<file path="config.mk">
export PLATFORM = sky130hd
export DESIGN_NAME = dev_io_uart
export DESIGN_NICKNAME = d
export VERILOG_FILES = /design/src/rtl/dev_io_uart.sv
export SDC_FILE = /design/constraint.sdc
export NUM_CORES = 1
export LEC_CHECK = 0
export CORE_MARGIN = 5
export CORE_UTILIZATION = 62
export DETAILED_ROUTE_END_ITERATION = 12
export PLACE_DENSITY = 0.84
export SLEW_MARGIN = 20
export SYNTH_ARGS = -nofsm -noshare
export SYNTH_HDL_FRONTEND = slang
export SYNTH_SLANG_ARGS = --single-unit
</file>
<file path="constraint.sdc">
create_clock -name clk -period 14.1 [get_ports clk]
set_input_delay 3.525 -clock clk [delete_from_list [all_inputs] [get_ports clk]]
set_output_delay 3.525 -clock clk [all_outputs]
set_load 0.01 [all_outputs]
</file>
<file path="src/rtl/dev_io_uart.sv">
// rtl/dev_io_uart.sv - character I/O device: TX FIFO + UART 8N1 serializer, RX FIFO with getc interface.
// Optional DEV_IO_UART_ECHO_EN: every byte accepted into the RX FIFO is also queued for transmit.
module dev_io_uart #(
  parameter int CLKS_PER_BIT = 104,
  parameter int FIFO_DEPTH   = 16
) (
  input  logic       clk,
  input  logic       rst,
  input  logic       putc_push,
  input  logic [7:0] putc_char,
  input  logic       getc_pop,
  output logic       getc_en,
  output logic [7:0] getc_char,
  input  logic       rx_valid,
  input  logic [7:0] rx_data,
  output logic       rx_ready,
  output logic       tx,
  output logic       tx_busy,
  output logic       overflow
);

  localparam int PW = $clog2(FIFO_DEPTH);
  localparam int CW = PW + 1;
  localparam int BW = (CLKS_PER_BIT > 1) ? $clog2(CLKS_PER_BIT) : 1;
  localparam logic [CW-1:0] DEPTH_C  = CW'(FIFO_DEPTH);
  localparam logic [BW-1:0] BAUD_MAX = BW'(CLKS_PER_BIT - 1);

  typedef enum logic [1:0] {IDLE, START, DATA, STOP} state_t;

  logic [7:0]    tx_mem_q [FIFO_DEPTH];
  logic [PW-1:0] tx_wptr_q, tx_rptr_q;
  logic [CW-1:0] tx_cnt_q;
  logic          ovf_q;

  logic [7:0]    rx_mem_q [FIFO_DEPTH];
  logic [PW-1:0] rx_wptr_q, rx_rptr_q;
  logic [CW-1:0] rx_cnt_q;

  state_t        state_q, state_d;
  logic [BW-1:0] baud_q, baud_d;
  logic [2:0]    bit_q, bit_d;
  logic [7:0]    shift_q, shift_d;
  logic          tx_q, tx_d;
  logic          tx_pop;

  logic          rx_wr, rx_pop;
  logic          put_wr, echo_req, echo_wr;
  logic [CW:0]   tx_free;

  assign rx_ready  = (rx_cnt_q != DEPTH_C);
  assign getc_en   = (rx_cnt_q != '0);
  assign getc_char = getc_en ? rx_mem_q[rx_rptr_q] : 8'h00;
  assign rx_wr     = rx_valid && rx_ready;
  assign rx_pop    = getc_pop && getc_en;

`ifdef DEV_IO_UART_ECHO_EN
  assign echo_req = rx_wr;
`else
  assign echo_req = 1'b0;
`endif

  // Slots available this cycle, counting the one the serializer frees by popping.
  assign tx_free = {1'b0, DEPTH_C} - {1'b0, tx_cnt_q} + {{CW{1'b0}}, tx_pop};
  assign put_wr  = putc_push && (tx_free != '0);
  assign echo_wr = echo_req && (tx_free > (CW+1)'(put_wr));

  assign tx       = tx_q;
  assign tx_busy  = (state_q != IDLE) || (tx_cnt_q != '0);
  assign overflow = ovf_q;

  always_ff @(posedge clk or posedge rst) begin
    if (rst) begin
      for (int i = 0; i < FIFO_DEPTH; i++) tx_mem_q[i] <= 8'h00;
      tx_wptr_q <= '0;
      tx_rptr_q <= '0;
      tx_cnt_q  <= '0;
      ovf_q     <= 1'b0;
    end else begin
      if (put_wr) tx_mem_q[tx_wptr_q] <= putc_char;
      if (echo_wr) tx_mem_q[tx_wptr_q + PW'(put_wr)] <= rx_data;
      tx_wptr_q <= tx_wptr_q + PW'(put_wr) + PW'(echo_wr);
      tx_rptr_q <= tx_rptr_q + PW'(tx_pop);
      tx_cnt_q  <= tx_cnt_q + CW'(put_wr) + CW'(echo_wr) - CW'(tx_pop);
      if ((putc_push && !put_wr) || (echo_req && !echo_wr)) ovf_q <= 1'b1;
    end
  end

  always_ff @(posedge clk or posedge rst) begin
    if (rst) begin
      for (int i = 0; i < FIFO_DEPTH; i++) rx_mem_q[i] <= 8'h00;
      rx_wptr_q <= '0;
      rx_rptr_q <= '0;
      rx_cnt_q  <= '0;
    end else begin
      if (rx_wr) rx_mem_q[rx_wptr_q] <= rx_data;
      rx_wptr_q <= rx_wptr_q + PW'(rx_wr);
      rx_rptr_q <= rx_rptr_q + PW'(rx_pop);
      rx_cnt_q  <= rx_cnt_q + CW'(rx_wr) - CW'(rx_pop);
    end
  end

  always_ff @(posedge clk or posedge rst) begin
    if (rst) begin
      state_q <= IDLE;
      baud_q  <= '0;
      bit_q   <= '0;
      shift_q <= 8'h00;
      tx_q    <= 1'b1;
    end else begin
      state_q <= state_d;
      baud_q  <= baud_d;
      bit_q   <= bit_d;
      shift_q <= shift_d;
      tx_q    <= tx_d;
    end
  end

  always_comb begin
    state_d = state_q;
    baud_d  = baud_q + BW'(1);
    bit_d   = bit_q;
    shift_d = shift_q;
    tx_pop  = 1'b0;
    case (state_q)
      IDLE: begin
        baud_d = '0;
        if (tx_cnt_q != '0) begin
          tx_pop  = 1'b1;
          shift_d = tx_mem_q[tx_rptr_q];
          state_d = START;
        end
      end
      START: begin
        if (baud_q == BAUD_MAX) begin
          baud_d  = '0;
          bit_d   = '0;
          state_d = DATA;
        end
      end
      DATA: begin
        if (baud_q == BAUD_MAX) begin
          baud_d = '0;
          if (bit_q == 3'd7) state_d = STOP;
          else bit_d = bit_q + 3'd1;
        end
      end
      STOP: begin
        if (baud_q == BAUD_MAX) begin
          baud_d  = '0;
          state_d = IDLE;
        end
      end
      default: state_d = IDLE;
    endcase
    // Line level follows the next state so tx lines up with the state register.
    case (state_d)
      START:   tx_d = 1'b0;
      DATA:    tx_d = shift_d[bit_d];
      default: tx_d = 1'b1;
    endcase
  end

endmodule

</file>
==> impl_metrics.py, run 1 <==
metrics = {
    "outcome": {
        "run_status": "finished clean",
    },
    "drt": {
        "drt_wl_total_mm": 28.8,
        "avgRoutedWirePerCell_um": 22.5,
        "drt_first_pass_iters": 4,
        "ant_nets": 0,
        "drtIter0Drc": 604,
        "viasPerCell": 6.33,
        "drc": 0,
        "dr_total_vias": 8096,
    },
    "floorplan": {
        "rows": 55,
        "die_h_um": 162,
        "fp.coreArea_um2": 22600,
        "die_area_um2": 26100,
        "dieWidth_um": 162,
        "ios": 34,
        "start_util_pct": 62.9,
    },
    "clock_network": {
        "postCtsResizedCells": 0,
        "htree_num_levels": 1,
        "cts_tree": "built",
        "clockBufferDepth": 3,
        "clock-sinks": 304,
        "post_cts_buffers": 0,
        "cts_hold_buf": 0,
        "cts_inserted_buffers": 31,
        "insertion_delay_ns": 0.55,
        "clkTransAtPathRegs_ns": 0.06,
        "root_buffer": "clkbuf_16",
    },
    "yosys": {
        "ys.flop_type": "dfrtp_1",
        "yosysTopAreaCell": "dfrtp_1",
        "synth_nets": 1006,
        "synth_common_cells": "dfrtp_1, mux2_2, mux4_2, clkbuf_1, ha_1",
        "seq_area_frac_synth_pct": 53.4,
        "synth_edf_count": 0,
        "synth.area.top_cells": "dfrtp_1, mux2_2, mux4_2",
        "syn_area_um2": 14200,
        "yosys_warnings": 0,
        "synth.most_common_cell": "dfrtp_1",
        "syn_area_per_cell_um2": 15.0,
        "synth_cell_types": 59,
        "synth.ff_latch_count": 304,
        "synth_top_area_share_pct": 53.3,
        "async_reset_ff_share_pct": 100,
        "netlist_instances": 952,
    },
    "power_and_ir_drop": {
        "peakVddDrop_uv": 144,
        "p_per_area_nw_per_um2": 223,
        "combPwrFrac_pct": 31.9,
        "swShare_pct": 28.6,
        "p_int_mw": 2.53,
        "clockPowerShare_pct": 24.9,
        "report.power.total_mw": 3.54,
        "seqPwrFrac_pct": 43.3,
        "leakage_nw": 6.89,
        "p_sw_mw": 1.01,
    },
    "sta": {
        "finalHoldViolCount": 0,
        "max_freq_mhz": 150,
        "setup_viol": 0,
        "fin_skew_ns": 0.0135,
        "tightest_slew_ns": 1.16,
        "finalSetupTns_ns": 0,
        "period_needed_ns": 6.67,
        "rsz0062_at_grt": "no",
        "setup_slack_ns": 7.43,
        "final_max_slew_viol_count": 0,
        "post-route-period-util_pct": 47.3,
        "relSlewSlack_pct": 22.4,
    },
    "cells_and_area": {
        "n_fill_cell": 1403,
        "area_delta_synth_final_pct": 11.5,
        "antenna_cells": 0,
        "nNetsFinal": 1025,
        "seqCellArea_um2": 7610,
        "multi_input_comb_area_um2": 6310,
        "drive_gt1_share_pct": 42.2,
    },
    "placed_design": {
        "port_buffers": 33,
        "hpwl_mm": 17.8,
        "gp_congestion": 0.770,
        "dp_slack_ns": 7.69,
    },
    "critical_path": {
        "cpLargestDelayFamily": "multiplexers",
        "crit_buf_inv": 1,
        "end_kind": "primary output",
        "worstPathArrival_ns": 3.14,
        "worst_path_most_repeated_cell": "mux4_2",
        "crit_chain": "mux4_2 -> mux4_2 -> and2_1 -> clkdlybuf4s50_1",
        "crit_fanout": 33,
        "start_kind": "register",
        "slowest_delay_ns": 0.84,
        "path_class": "register to primary output",
        "worstPathRequired_ns": 10.57,
        "cp_slowest_cell": "dfrtp_4",
    },
    "global_route": {
        "grt_pass1_vias": 8696,
        "grt_max_degree": 190,
        "antenna_found_initial": 0,
        "grt-ovfl-total": 0,
        "grt_first_pass_wirelength_mm": 47.5,
        "grtUsageTotal_pct": 22.8,
    },
    "hold_path": {
        "hp-class": "register to register",
    },
    "job": {
        "cap_violations": 0,
    },
}
==> final cells by class <==
class / count / area share (%)
clock inverter: 23 / 1.94
multi-input combinational: 570 / 39.7
sequential: 304 / 48.0
inverter: 27 / 0.686
tap: 285 / 2.25
clock buffer: 33 / 5.06
timing repair buffer: 37 / 2.35
==> cells by family (layout without fill, tap and decap cells) <==
group / count (synthesis) / after routing / synth area share (%)
compound gates: 45 / 45 / 2.34
xor+xnor: 20 / 20 / 1.23
fa+ha+maj: 33 / 33 / 3.01
buf+inv: 78 / 120 / 2.32
flops: 304 / 304 / 53.4
mux: 343 / 343 / 32.6
simple gates: 129 / 129 / 5.03
==> per-stage QoR <==
step / instances / hold slack, ns / utilization (%) / instance area, um2
6_report: 1279 / 0.464 / 70.1 / 15900
3_3_place_gp: 1223 / 0.447 / 65.1 / 14700
5_1_grt: 1279 / 0.489 / 70.1 / 15900
4_1_cts: 1279 / 0.466 / 70.1 / 15900
3_5_place_dp: 1223 / 0.457 / 65.2 / 14800
2_1_floorplan: 952 / 0.430 / - / 14200
==> path summary, 6_finish.rpt <==
kind                               from  slack [ns]  cells past startpoint            to
max                        rx_rptr_q[0]        7.43                      4  getc_char[3]
max in group asynchronous           rst        9.13                      3  rx_mem_q[43]
min reg2reg                   baud_q[0]        0.46                      1     baud_q[0]
min                           baud_q[0]        0.46                      1     baud_q[0]
max reg2reg                 tx_cnt_q[2]        9.64                     13  tx_mem_q[36]
min in group asynchronous           rst        3.52                      2     baud_q[6]
==> power by group through the flow <==
stage,combinational (mW),clock [mW],sequential [mW]
2_1_floorplan,0.948,0,1.41
3_3_place_gp,1.08,0,1.52
3_5_place_dp,1.13,0,1.54
4_1_cts,1.14,0.896,1.53
5_1_grt,1.23,0.933,1.58
6_report,1.13,0.881,1.53
==> worst register-to-register path: cells and delay by family (launching register included) <==
family	cells	cell delay (ns)
adders and majority gates	2	0.49
and+or+nand+nor	5	2.18
DFF	1	0.38
muxes	1	0.43
buffers and inverters	2	0.22
AOI/OAI and AO/OA	3	0.65
==> flip-flops by register name, summed over array words and instances (netlist names) <==
signal,flops
rx_cnt_q,5
rx_rptr_q,4
tx,1
shift_q,8
rx_mem_q,128
tx_wptr_q,4
overflow,1
tx_mem_q,128
bit_q,3
baud_q,7
rx_wptr_q,4
tx_cnt_q,5
state_q,2
tx_rptr_q,4
==> cell usage in the layout, fill, tap and decap left out, drive strengths merged, types with 3 or more instances in the layout <==
cell type	Yosys	routed
a211oi	3	3
a21o	4	4
a21oi	7	7
a22oi	3	3
a31o	3	3
and2	8	8
buf	18	4
bufinv	0	7
clkbuf	33	33
clkdlybuf4s50	0	33
clkinv	0	11
clkinvlp	0	4
dfrtp	303	303
ha	31	31
inv	27	28
mux2	258	258
mux2i	14	14
mux4	71	71
nand2	24	24
nand2b	5	5
nand3	16	16
nand3b	4	4
nor2	31	31
nor2b	11	11
nor3	14	14
nor3b	4	4
o21ai	5	5
o22ai	5	5
or2	3	3
xnor2	11	11
xor2	9	9
==> per-layer routing <==
layer	part of all wire [%]	track usage, %	up-vias
met2	49	37.1	204
met5	0	0	-
met3	5.6	4.41	63
met1	43	32.3	4286
li1	-	-	3543
met4	2.4	5.62	0
Power figures use the tool's default switching activity.
==> inputs of run 2 (changes only) <==
CORE_UTILIZATION = 56   (was 62)
PLACE_DENSITY = 0.8   (was 0.84)
clock period = 5.7 ns   (was 14.1 ns; I/O delays follow)
==> impl_metrics.py, run 2 (synthesis results as in run 1) <==
metrics = {
    "critical_path": {
        "ff2ff_setup_slack_ns": 1.35,
        "worstPathArrival_ns": 3.37,
        "start_kind": "register",
        "crit_buf_inv": 2,
        "worstPathRequired_ns": 4.28,
        "worst_path_most_repeated_cell": "mux4_2",
        "r2r_start": "tx_cnt_q[2]",
        "crit_chain": "buf_4 -> mux4_2 -> mux4_2 -> and2_1 -> clkdlybuf4s50_1",
        "slowest_delay_ns": 1.04,
        "cpLargestDelayFamily": "flip-flops",
        "cp_slowest_cell": "dfrtp_1",
        "end_kind": "primary output",
        "crit_fanout": 22,
        "ff2ff_path_depth": 19,
        "path_class": "register to primary output",
        "r2r-end": "tx_cnt_q[4]",
    },
    "drt": {
        "drt_first_pass_iters": 5,
        "dr_total_vias": 8093,
        "viasPerCell": 6.08,
        "ant_nets": 0,
        "avgRoutedWirePerCell_um": 21.7,
        "drc": 0,
        "drtIter0Drc": 695,
        "drt_wl_total_mm": 28.9,
    },
    "cells_and_area": {
        "finalCoreUtilization_pct": 63.9,
        "mostFrequentLayoutCells": "dfrtp_1, mux2_2, mux4_2",
        "antenna_cells": 0,
        "n_fill_cell": 1803,
        "drive_gt1_share_pct": 42.2,
        "area_delta_synth_final_pct": 12.6,
        "final_common_cell": "dfrtp_1",
        "nNetsFinal": 1031,
        "top_regs": "rx_mem_q (128), tx_mem_q (128), shift_q (8)",
    },
    "power_and_ir_drop": {
        "p_per_area_nw_per_um2": 554,
        "leakage_nw": 6.95,
        "peakVddDrop_uv": 325,
    },
    "clock_network": {
        "htree_num_levels": 2,
        "cts_inserted_buffers": 34,
        "post_cts_buffers": 0,
        "postCtsResizedCells": 0,
        "clockBufferDepth": 3,
        "clkTransAtPathRegs_ns": 0.06,
        "cts_hold_buf": 0,
        "root_buffer": "clkbuf_16",
        "cts_tree": "built",
        "clock-sinks": 304,
        "insertion_delay_ns": 0.52,
    },
    "sta": {
        "fin_skew_ns": 0.0263,
        "final_max_slew_viol_count": 0,
        "tightest_slew_ns": 1.10,
        "finalSetupTns_ns": 0,
        "period_needed_ns": 4.80,
        "finalHoldViolCount": 0,
        "setup_viol": 0,
        "setup_slack_ns": 0.903,
        "post-route-period-util_pct": 84.2,
        "relSlewSlack_pct": 26.3,
        "max_freq_mhz": 208,
        "rsz0062_at_grt": "no",
    },
    "hold_path": {
        "holdPathEnd": "baud_q[0]",
        "hp-class": "register to register",
        "whs_path_depth": 1,
        "hp-start": "baud_q[0]",
    },
    "global_route": {
        "grt_max_degree": 160,
        "antenna_found_initial": 1,
        "grt-ovfl-total": 0,
        "grt_first_pass_wirelength_mm": 47.9,
        "grtUsageTotal_pct": 21.1,
        "grt_pass1_vias": 8525,
    },
    "floorplan": {
        "die_area_um2": 28700,
        "ios": 34,
        "dieWidth_um": 169,
        "die_h_um": 169,
        "fp.coreArea_um2": 25100,
        "rows": 58,
        "start_util_pct": 56.7,
    },
    "placed_design": {
        "hpwl_mm": 18.0,
        "gp_congestion": 0.775,
        "port_buffers": 33,
        "dp_slack_ns": 1.35,
    },
    "job": {
        "cap_violations": 0,
    },
    "outcome": {
        "run_status": "finished clean",
    },
}
run 2: cell count changes in the layout (fill, tap and decap cells not counted), moves of 3 or more:
cell / delta
clkinv_2: -3
clkinvlp_4: -3
clkbuf_16: +4
clkbuf_1: +5
bufinv_16: -3
clkbuf_8: +5
run 2: worst max-delay path by stage:
| stage | startpoint | end | slack [ns] | cells after the start |
|---|---|---|---|---|
| detailed placement | tx_cnt_q[2] | tx_cnt_q[4] | 1.35 | 19 |
| CTS | rx_rptr_q[0] | getc_char[6] | 0.88 | 5 |
| floorplan | rst | baud_q[0] | 0.23 | 1 |
| finish | rx_rptr_q[1] | getc_char[5] | 0.90 | 5 |
| global route | rx_rptr_q[1] | getc_char[7] | 0.78 | 5 |
| global placement | rx_rptr_q[0] | getc_char[4] | 1.48 | 5 |
run 2: where the power goes:
part	switching (mW)	leakage, nW	internal [mW]
sequential	0.652	3.76	3.13
combinational	1.02	2.59	1.81
clock	0.864	0.589	1.40
run 2: stage by stage:
step | instance area, um2 | power, mW | std cells | hold slack [ns]
after global placement | 14800 | 6.48 | 1271 | 0.451
after floorplan | 14200 | 5.83 | 952 | 0.430
after detailed placement | 14800 | 6.64 | 1271 | 0.456
after global routing | 16000 | 9.40 | 1332 | 0.494
final | 16000 | 8.88 | 1332 | 0.458
after CTS | 16000 | 8.95 | 1332 | 0.464
run 2: layout make-up:
class	count	area, um2	area share [%]
multi-input cells	570	6310	39.4
clock buffers	47	991	6.18
clock inverters	14	196	1.23
repair buffers	40	408	2.54
flip-flops and latches	304	7610	47.5
inverters	27	105	0.655
well taps	330	413	2.58
run 2: metal layers:
metal  wire (um)  global-route usage (%)  vias up
met5           0                       0        -
met4         627                    5.39        0
met3        1460                    3.80       51
met2       13600                    32.8      183
met1       13200                    31.3     4298
li1            -                       -     3561
run 2: worst reg2reg max path: cells and delay by family (launching register included):
| family | cells | cell delay [ns] |
|---|---|---|
| and+or+nand+nor | 7 | 1.57 |
| adders and majority gates | 6 | 1.59 |
| DFF | 1 | 0.38 |
| buffers and inverters | 4 | 0.32 |
| xor gates and xnor gates | 1 | 0.11 |
| AOI/OAI and AO/OA | 1 | 0.28 |
==> RTL change 1, RTL diff (flow settings as in run 1) <==
Remove the register `tx_q`: a continuous assignment takes its place, so the output `tx` follows one clock earlier.
--- a/src/rtl/dev_io_uart.sv
+++ b/src/rtl/dev_io_uart.sv
@@ -106,5 +106,4 @@
       bit_q   <= '0;
       shift_q <= 8'h00;
-      tx_q    <= 1'b1;
     end else begin
       state_q <= state_d;
@@ -112,7 +111,8 @@
       bit_q   <= bit_d;
       shift_q <= shift_d;
-      tx_q    <= tx_d;
     end
   end
+
+  assign tx_q = tx_d;
 
   always_comb begin
Formal check against the unedited RTL: not equivalent (a bounded check fails within 4 cycles, from zero or initial values and one cycle with rst high).
==> RTL change 1 against run 1 <==
Design area hardly changed. Sequential cell count is 1 lower. Wire length decreased by 2.4%. Synthesized cell count is 0.21% higher. Setup slack worse by 0.91 ns. Highest routed layer unchanged. Area after synthesis grew 0.46%. Via count shrank 1.1%. Total power is 1.0% lower.
==> RTL change 1: results (changes against run 1) <==
| Metric | Value |
|---|---|
| Skew-Pair Late Insertion Delay | `between 0.5 and 0.6 ns` |
| Placed inst area | `14800 um2 (+0.46%)` |
| Max-Slew Margin vs Limit | `0.291 (+0.0668)` |
| Share of cells above drive strength 1 | `0.403 (-0.0185)` |
| Synth cell count leaders | `dfrtp_1 (303), mux2_2 (243), mux4_2 (72)` |
| Met1 usage | `0.296 (-0.0278)` |
| GRT met3 Usage | `0.0292 (-0.0150)` |
| M2 GR Usage | `0.410 (+0.0390)` |
| Final #Nets | `1031 (+0.59%)` |
| Initial antenna violation count | `0 (unchanged)` |
| HPWL after DPL | `17.9 mm (+0.68%)` |
| Placer congestion estimate | `0.762 (-1.0%)` |
| Crit path DAT | `4.05 ns (+0.91 ns)` |
| Outcome | `finished, final reports clean` |
| Total Routed Length | `28.1 mm (-2.4%)` |
| Synth area leaders | `dfrtp_1 (53%), mux2_2 (19%), mux4_2 (11%)` |
| Unique masters post-synth | `65 (+10%)` |
| YS warnings | `0 (unchanged)` |
| I/O Buffers | `33 (unchanged)` |
| Vias | `8008 (-1.1%)` |
| WL/cell | `21.9 um (-2.8%)` |
| Largest regs | `rx_mem_q x128, tx_mem_q x128, shift_q x8` |
| Vias in the first global route | `8741 (+0.52%)` |
| Worst Skew | `0.0101 ns (-0.00343 ns)` |
| DR pass1 iterations | `7 (+3)` |
| Post-synthesis instance total | `954 (+0.21%)` |
| DR iter-0 viols | `453 (-25%)` |
| Maximum vdd drop | `132 uV (-8.3%)` |
| Place WS | `7.10 ns (-0.587 ns)` |
| First-pass GRT wire length | `47.8 mm (+0.62%)` |
| Overall Global Routing Usage | `0.227 (-0.000738)` |
| Inst Count DP | `1229 (+0.49%)` |
| Crit path max fanout | `19 (-42%)` |
| Leakage Power | `6.99 nW (+1.5%)` |
| Largest net degree at the start of global routing | `159 (-16%)` |
| Sequential fraction of the synthesis area | `0.530 (-0.00427)` |
RTL change 1: changes by cell type after synthesis, moves of 5 or more:
cell and change:
mux2_2 -15, mux2_1 +14, mux2i_1 -6, nor2b_1 -6, nor2_2 +5
RTL change 1: layout make-up:
class	count	area [um2]
Timing Repair Buffer	37	373
Sequential cell	303	7580
Multi-Input combinational cell	574	6380
Inverter	30	125
Clock inverter	11	133
Fill cell	1479	6830
Clock buffer	45	918
Tap cell	285	357
RTL change 1: path summary, 6_finish.rpt:
path | startpoint | to | slack, ns | cells after the start
max | tx_cnt_q[2]$_DFF_PP0_ | tx | 6.53 | 10
min | baud_q[0]$_DFF_PP0_ | baud_q[0]$_DFF_PP0_ | 0.46 | 1
max reg2reg | tx_cnt_q[2]$_DFF_PP0_ | tx_cnt_q[4]$_DFF_PP0_ | 9.34 | 20
min reg2reg | baud_q[0]$_DFF_PP0_ | baud_q[0]$_DFF_PP0_ | 0.46 | 1
max in group asynchronous | rst | tx_rptr_q[0]$_DFF_PP0_ | 9.33 | 3
min in group asynchronous | rst | rx_cnt_q[2]$_DFF_PP0_ | 3.46 | 2
RTL change 1: logic make-up after synthesis:
family	after synthesis	synth area share
buf+inv	77	0.0235
xor+xnor	21	0.0129
fa+ha+maj	33	0.0299
compound gates	50	0.0268
flops	303	0.530
mux	337	0.322
simple gates	133	0.0552
RTL change 1: worst max-delay path: stages, from the launching register on:
cell and delay (ns):
dfrtp_1 0.41, inv_1 0.12, ha_1 0.17, nor4b_1 0.40, nand2b_1 0.65, inv_1 0.22, o31ai_1 0.44, o31ai_1 0.16
a221oi_2 0.23, a31oi_1 0.17, clkdlybuf4s50_1 0.52
RTL change 1: metal layers:
metal	part of all wire	routed length [um]	vias up
met5	0	0	-
met3	0.036	1010	51
met4	0.024	673	0
met2	0.53	14800	161
met1	0.41	11700	4241
li1	-	-	3555
RTL change 1: power breakdown:
group	switching [mW]	internal [mW]	leakage (nW)
clock network	0.327	0.503	0.523
registers	0.237	1.26	3.75
logic	0.449	0.728	2.72
==> RTL change 2, RTL diff (config.mk and constraints of run 1) <==
Without the edit above. Change the parameter `CLKS_PER_BIT` from 104 to 52.
--- a/src/rtl/dev_io_uart.sv
+++ b/src/rtl/dev_io_uart.sv
@@ -2,5 +2,5 @@
 // Optional DEV_IO_UART_ECHO_EN: every byte accepted into the RX FIFO is also queued for transmit.
 module dev_io_uart #(
-  parameter int CLKS_PER_BIT = 104,
+  parameter int CLKS_PER_BIT = 52,
   parameter int FIFO_DEPTH   = 16
 ) (
Behaviour: same outputs for any inputs over 4 cycles, from zero or initial values and one cycle with rst high; that may be too few to reach the edited logic, so the function may still have changed.
==> RTL change 2 against run 1 <==
Design area decreased by 0.58%. Sequential cell count decreased by 1. Area after synthesis decreased by 0.30%. Via count decreased by 1.0%. Total power decreased by 0.76%. Worst hold slack improved by 0.0063 ns. Setup slack got worse by 0.038 ns. Wire length increased by 1.6%. Clock skew decreased by 0.0042 ns.
==> RTL change 2: results (changes against run 1) <==
| Metric | Value |
|---|---|
| Outcome | `finished, final reports clean` |
| Maximum vdd drop | `158 uV (+9.1%)` |
| M1 WL | `12.2 mm (-1.0%)` |
| I/O Buffers | `33 (unchanged)` |
| Overall Global Routing Usage | `0.231 (+0.00296)` |
| GRT met3 Usage | `0.0316 (-0.0125)` |
| Hold Path Stages | `2 (+1)` |
| Crit path DAT | `3.18 ns (+0.04 ns)` |
| Synth cell count leaders | `dfrtp_1 (302), mux2_2 (259), mux4_2 (68)` |
| Hold Crit Endpoint | `shift_q[2]$_DFF_PP0_` |
| Reg-to-Reg End | `tx_mem_q[18]$_DFFE_PP0P_` |
| DR iter-0 viols | `498 (-18%)` |
| Place WS | `7.66 ns (-0.0285 ns)` |
| Sequential fraction of the synthesis area | `0.534 (about the same)` |
| Met2 WL | `15.2 mm (+7.9%)` |
| Vias in the first global route | `8605 (-1.0%)` |
| P per Cell Area | `223 nW/um2 (-0.18%)` |
| Reg clk slew, reported paths | `0.06 ns (about the same)` |
| First-pass GRT wire length | `48.1 mm (+1.3%)` |
| Crit path max fanout | `33 (unchanged)` |
| Inst Count DP | `1227 (+0.33%)` |
| Critical path startpoint | `rx_rptr_q[0]$_DFF_PP0_` |
| Placer congestion estimate | `0.811 (+5.4%)` |
| Max-Slew Margin vs Limit | `0.258 (+0.0343)` |
| Worst Skew | `0.00934 ns (-0.00420 ns)` |
| DR pass1 iterations | `5 (+1)` |
| M2 GR Usage | `0.407 (+0.0353)` |
| Synth area leaders | `dfrtp_1 (53%), mux2_2 (21%), mux4_2 (11%)` |
| Hold Path Origin | `shift_q[2]$_DFF_PP0_` |
| Clock Power Share | `0.236 (-0.013)` |
| HPWL after DPL | `18.8 mm (+5.5%)` |
| Leakage Power | `6.84 nW (-0.70%)` |
| Final WS setup | `7.39 ns (-0.0384 ns)` |
| Total power | `3.52 mW (-0.76%)` |
| Syn nets | `1008 (+0.20%)` |
| Met1 usage | `0.308 (-0.0152)` |
| Layout Cells excl Fill | `1284 (+0.39%)` |
| FF-to-FF setup slack | `9.80 ns (+0.16 ns)` |
| Via/cell ratio | `6.24 (-1.4%)` |
| Seq. pwr | `1.55 mW` |
| WL/cell | `22.8 um (+1.2%)` |
| Metal3 WL | `1.11 mm (-32%)` |
| Post-synthesis instance total | `954 (+0.21%)` |
| WHS | `0.470 ns (+0.00630 ns)` |
| Largest net degree at the start of global routing | `178 (-6.3%)` |
| Share of cells above drive strength 1 | `0.400 (-0.0211)` |
| Placed inst area | `14700 um2 (-0.15%)` |
| Fill cells | `1472 (+4.9%)` |
| Skew-Pair Late Insertion Delay | `0.55 ns (about the same)` |
| Worst Setup EP | `getc_char[3]` |
| NetSw | `1.03 mW (+1.4%)` |
| Initial antenna violation count | `0 (unchanged)` |
| Unique masters post-synth | `58 (-1.7%)` |
## RTL change 2: cell count changes after synthesis, moves of 3 or more
cell,change
and3_1,+4
mux4_2,-3
nand2_1,+4
nor2_4,+3
o22ai_1,-4
or2_2,-3
## RTL change 2: logic make-up after synthesis
logic type      count (synthesis)  share of synthesized area
fa+ha+maj                      33                     0.0301
compound gates                 42                     0.0211
xor+xnor                       19                     0.0117
buf+inv                        76                     0.0220
flops                         303                      0.534
mux                           345                      0.328
simple gates                  136                     0.0524
## RTL change 2: worst max-delay path: stages (launching register included)
cell,delay [ns]
dfrtp_4,0.83
mux4_2,0.61
mux4_2,0.52
and2_1,0.18
clkdlybuf4s50_1,0.48
## RTL change 2: cell type report
class / count / share of cell area
Sequential cell: 303 / 0.481
Timing Repair Buffer: 38 / 0.0241
Clock buffer: 42 / 0.0543
Inverter: 26 / 0.00666
Clock inverter: 15 / 0.0120
Multi-Input combinational cell: 575 / 0.399
Tap cell: 285 / 0.0226
